==> src/rtl/memory_reader.sv <==
// Serialises a 16x1 memory snapshot bit by bit over a valid/ready link,
// starting at a programmable cell and running for a programmable length.
module memory_reader #(
    parameter int WRAP = 1
) (
    input  logic        clk,
    input  logic        rst,
    input  logic        start,
    input  logic [3:0]  start_addr,
    input  logic [3:0]  length,
    input  logic [15:0] mem,
    output logic [3:0]  sl,
    output logic        dout,
    output logic        dout_valid,
    input  logic        dout_ready,
    output logic        busy,
    output logic        done,
    output logic        truncated,
    output logic        parity,
    output logic [4:0]  sent
);

    typedef enum logic [1:0] {
        IDLE = 2'd0,
        LOAD = 2'd1,
        SEND = 2'd2,
        DONE = 2'd3
    } state_t;

    state_t      state_r;
    logic [15:0] snapshot_r;
    logic [4:0]  remaining_r;

    logic        accept_s;
    logic        last_s;
    logic        trunc_s;
    logic [3:0]  sl_next_s;

    function automatic logic parity_update(input logic acc, input logic bit_in);
        return acc ^ bit_in;
    endfunction

    // A length field of zero stands for a full 16-bit sweep.
    function automatic logic [4:0] decode_length(input logic [3:0] len);
        return (len == 4'd0) ? 5'd16 : {1'b0, len};
    endfunction

    // Accept qualification and end-of-transfer conditions for the current bit.
    always_comb begin
        accept_s  = (state_r == SEND) && dout_valid && dout_ready;
        last_s    = (remaining_r == 5'd1);
        trunc_s   = (WRAP == 0) && (sl == 4'd15) && !last_s;
        sl_next_s = sl + 4'd1;
    end

    // Transfer FSM with all outputs registered.
    always_ff @(posedge clk) begin
        if (!rst) begin
            state_r     <= IDLE;
            snapshot_r  <= 16'h0000;
            remaining_r <= 5'd0;
            sl          <= 4'd0;
            dout        <= 1'b0;
            dout_valid  <= 1'b0;
            busy        <= 1'b0;
            done        <= 1'b0;
            truncated   <= 1'b0;
            parity      <= 1'b0;
            sent        <= 5'd0;
        end else begin
            case (state_r)
                IDLE: begin
                    if (start) begin
                        sl          <= start_addr;
                        remaining_r <= decode_length(length);
                        sent        <= 5'd0;
                        parity      <= 1'b0;
                        truncated   <= 1'b0;
                        busy        <= 1'b1;
                        state_r     <= LOAD;
                    end
                end
                LOAD: begin
                    snapshot_r <= mem;
                    dout       <= mem[sl];
                    dout_valid <= 1'b1;
                    state_r    <= SEND;
                end
                SEND: begin
                    if (accept_s) begin
                        sl          <= sl_next_s;
                        remaining_r <= remaining_r - 5'd1;
                        sent        <= sent + 5'd1;
                        parity      <= parity_update(parity, dout);
                        dout        <= snapshot_r[sl_next_s];
                        if (last_s || trunc_s) begin
                            dout_valid <= 1'b0;
                            done       <= 1'b1;
                            truncated  <= trunc_s;
                            state_r    <= DONE;
                        end
                    end
                end
                DONE: begin
                    done    <= 1'b0;
                    busy    <= 1'b0;
                    state_r <= IDLE;
                end
                default: begin
                    dout_valid <= 1'b0;
                    done       <= 1'b0;
                    busy       <= 1'b0;
                    state_r    <= IDLE;
                end
            endcase
        end
    end

endmodule

==> config.mk <==
export PLATFORM = sky130hd
export DESIGN_NAME = memory_reader
export DESIGN_NICKNAME = d
export VERILOG_FILES = /design/src/rtl/memory_reader.sv
export SDC_FILE = /design/constraint.sdc
export NUM_CORES = 1
export LEC_CHECK = 0
export BUFFER_PORTS_ARGS = -buffer_cell sky130_fd_sc_hd__buf_2
export CORE_MARGIN = 5
export CORE_UTILIZATION = 54
export CTS_CLUSTER_DIAMETER = 30
export DETAILED_ROUTE_END_ITERATION = 12
export GPL_TIMING_DRIVEN = 0
export PLACE_DENSITY = 0.84
export SLEW_MARGIN = 20
export SYNTH_ARGS = -nofsm -noshare
export SYNTH_HDL_FRONTEND = slang
export SYNTH_SLANG_ARGS = --single-unit
export TNS_END_PERCENT = 10
==> constraint.sdc <==
create_clock -name clk -period 2.55 [get_ports clk]
set_clock_uncertainty 0.1 [all_clocks]
set_input_delay 0.51 -clock clk [delete_from_list [all_inputs] [get_ports clk]]
set_output_delay 0.51 -clock clk [all_outputs]
set_load 0.01 [all_outputs]
==> summary.md <==
| Metric | Value |
|---|---|
| Final Util | `0.653` |
| Die Width | `71.2 um` |
| Status | `completed` |
| Compound-Gate Fraction of Synth Area | `0.137` |
| Setup tns final | `0 ns` |
| Relative slew slack | `0.632` |
| Drt via density | `5.64` |
| Later-pin clock latency in the skew report | `0.30 ns` |
| Num CTS Buffers | `5` |
| Initial antenna violation count | `0` |
| Final nets | `302` |
| Syn nets | `254` |
| Worst path cell trace | `ha_1 > buf_6 > mux4_1 > mux2_2 > a32oi_1 > a31oi_1` |
| Hpwl dp | `3.57 mm` |
| Tmin final | `2.19 ns` |
| Die area | `5070 sq um` |
| # diodes | `0` |
| Adder-cell share of the synthesized area | `0.0557` |
| Setup-failing EPs final | `0` |
| Core footprint | `3630 sq um` |
| CTS tree | `yes` |
| Mapped Area | `2020 sq um` |
| TritonRoute pass-1 iters | `5` |
| CP arrival | `2.27 ns` |
| Cts hold-fix bufs | `0` |
| Crit path max fanout | `5` |
| Area growth syn-to-layout | `17.4%` |
| Tot GR Track Use | `0.195` |
| Register area | `741 sq um` |
| Pin count of the biggest net entering global routing | `11` |
| FF+latch count, synth | `37` |
| Library cells used by synthesis | `46` |
| Fin. Hold Viols | `0` |
| DR vias | `1,764` |
| PwrDens | `988 nW/um^2` |
| Worst hold slack | `0.361 ns` |
| Critical path's largest stage delay | `0.56 ns` |
| Most used DFF post-synth | `dfxtp_1` |
| Hold Path Class | `input port to flip-flop` |
| Multi-input gate area | `1180 sq um` |
| Routed Antenna Nets | `0` |
| Root Driver | `clkbuf_8` |
| Max Slew Vio Count | `0` |
| Final clock period utilization by the worst path | `0.858` |
| CTS Sinks | `37` |
| Slowest cell on the critical path | `mux4_1` |
| Port Buffers | `41` |
| Ys async rst share | `0` |
| Post-synth EDFFs | `0` |
| Actual slew at the worst max-slew pin | `0.552 ns` |
| Synth warnings | `0` |
| FMAX | `0.457 GHz` |
| Largest family of logic cells by synthesized area | `multiplexers` |
| FP Rows | `22` |
| Lkg Pwr | `1.04 nW` |
| Synth Area in Simple Gates | `0.150` |
| Number of global-route vias before repair | `1,707` |
| Top-Level Pins | `43` |
| Fill cell total of the finished layout | `324` |
| Share of cells above drive strength 1 | `0.242` |
| Final GP Congestion | `0.824` |
| Overflow after GRT | `0` |
| DP Worst Slack | `0.364 ns` |
| Die height | `71.2 um` |
| VDD IR max | `0.646 mV` |
| MaxCap Viol Count | `0` |
| Setup Fix Bufs, Post-CTS | `0` |
| Crit Path Category | `flip-flop to flip-flop` |
| H-tree depth | `2` |
| Post-CTS resize count | `0` |
| Detailed-route wire length per cell | `14.9 um` |
| Setup WS post-layout | `0.362 ns` |
| Global-route wire length before repair | `7.79 mm` |
| DRT iter0 DRCs | `112` |
| Starting density of the core | `0.556` |
| RSZ-0062 raised after global routing | `false` |
| Worst EP required | `2.64 ns` |
| Cells after Synth | `217` |
| Drt total wl | `4.67 mm` |
| Critical Path Start Type | `flip-flop` |
| Mux share of post-synthesis cell area | `0.212` |
| Worst-path clk slew | `0.07 ns` |
| Clk buf depth | `2` |
| Post-synthesis xor/xnor area fraction | `0.0260` |
| Register area share after synthesis | `0.367` |
| Worst setup EP type | `flip-flop` |
| Mean post-synth cell area | `9.31 sq um` |
| DRC errors left | `0` |
cell families after synthesis:
group                      Yosys count
AOI/OAI and AO/OA                   42
xor gates and xnor gates             6
adders and majority gates            9
buffers and inverters               21
DFF                                 37
muxes                               32
other                                1
and+or+nand+nor                     69
synthesized netlist by cell type, types with 3 or more instances:
cell type / count / share of area
ha_1: 9 / 0.056
nor2_1: 34 / 0.063
buf_2: 4 / 0.0099
clkbuf_1: 6 / 0.011
a21oi_1: 13 / 0.032
mux4_1: 4 / 0.052
nand3_1: 7 / 0.017
mux2i_1: 21 / 0.10
nor2b_1: 3 / 0.0093
mux2_2: 4 / 0.022
or3_1: 3 / 0.0093
mux4_2: 3 / 0.033
o21ai_0: 7 / 0.017
nand2_1: 14 / 0.026
dfxtp_1: 37 / 0.37
xor2_1: 5 / 0.022
inv_1: 7 / 0.013
flip-flops by register name, summed over array words and instances, names as in the netlist:
| signal | count |
|---|---|
| snapshot_r | 16 |
| remaining_r | 5 |
| sent | 5 |
| sl | 4 |
| state_r | 2 |
| busy | 1 |
| done | 1 |
| dout | 1 |
| dout_valid | 1 |
| parity | 1 |
layer usage:
layer,wire (um),global-route usage,share of wire,vias up
met5,0,0,0,-
met3,367,0.0540,0.079,10
met4,104,0.0960,0.022,0
met1,1990,0.240,0.43,822
met2,2210,0.312,0.47,71
li1,-,-,-,861
report_power, final:
group	switching (mW)	internal, mW	leakage, nW
Sequential	0.120	0.729	0.303
Combinational	0.556	0.514	0.692
Clock	0.209	0.215	0.0443
critical path, delay by kind of cell (launching register included):
family / cells / cell delay [ns]
buf+inv: 1 / 0.12
fa+ha+maj: 1 / 0.33
mux: 2 / 0.85
compound gates: 2 / 0.29
flops: 1 / 0.39
metrics by stage:
stage	total power, mW	cells	area (sq um)
after floorplan	1.66	217	2020
after global placement	1.89	306	2290
after detailed placement	1.92	306	2290
after CTS	2.35	313	2370
after global routing	2.50	313	2370
final	2.34	313	2370
layout by cell type (no fill, tap or decap), types with 3 or more instances in the layout:
cell | synthesis | final
nand3_1 | 7 | 7
inv_1 | 7 | 7
clkbuf_8 | 0 | 6
nand2_1 | 14 | 14
mux4_1 | 4 | 4
mux2_2 | 4 | 4
nor2b_1 | 3 | 3
xor2_1 | 5 | 5
mux4_2 | 3 | 3
ha_1 | 9 | 9
clkbuf_1 | 6 | 7
buf_2 | 4 | 45
o21ai_0 | 7 | 7
dfxtp_1 | 37 | 37
mux2i_1 | 21 | 21
a21oi_1 | 13 | 13
or3_1 | 3 | 3
nor2_1 | 34 | 34
worst paths after layout:
path                                    start                     endpoint  slack (ns)  cells past startpoint
setup / recovery           sl[0]$_SDFFE_PN0P_            dout$_SDFFE_PN0P_        0.36                      6
hold / removal                        mem[10]  snapshot_r[10]$_SDFFE_PN0N_        0.36                      3
setup reg to reg           sl[0]$_SDFFE_PN0P_            dout$_SDFFE_PN0P_        0.36                      6
hold reg to reg   remaining_r[4]$_SDFFE_PN0P_  remaining_r[4]$_SDFFE_PN0P_        0.38                      2
cell type report:
class,instances,share of cell area
Inverter,7,0.0111
Multi-Input combinational cell,159,0.496
Sequential cell,37,0.312
Clock buffer,7,0.0364
Buffer,14,0.0322
Tap cell,48,0.0253
Timing Repair Buffer,41,0.0865
(Power assumes the default switching activity.)
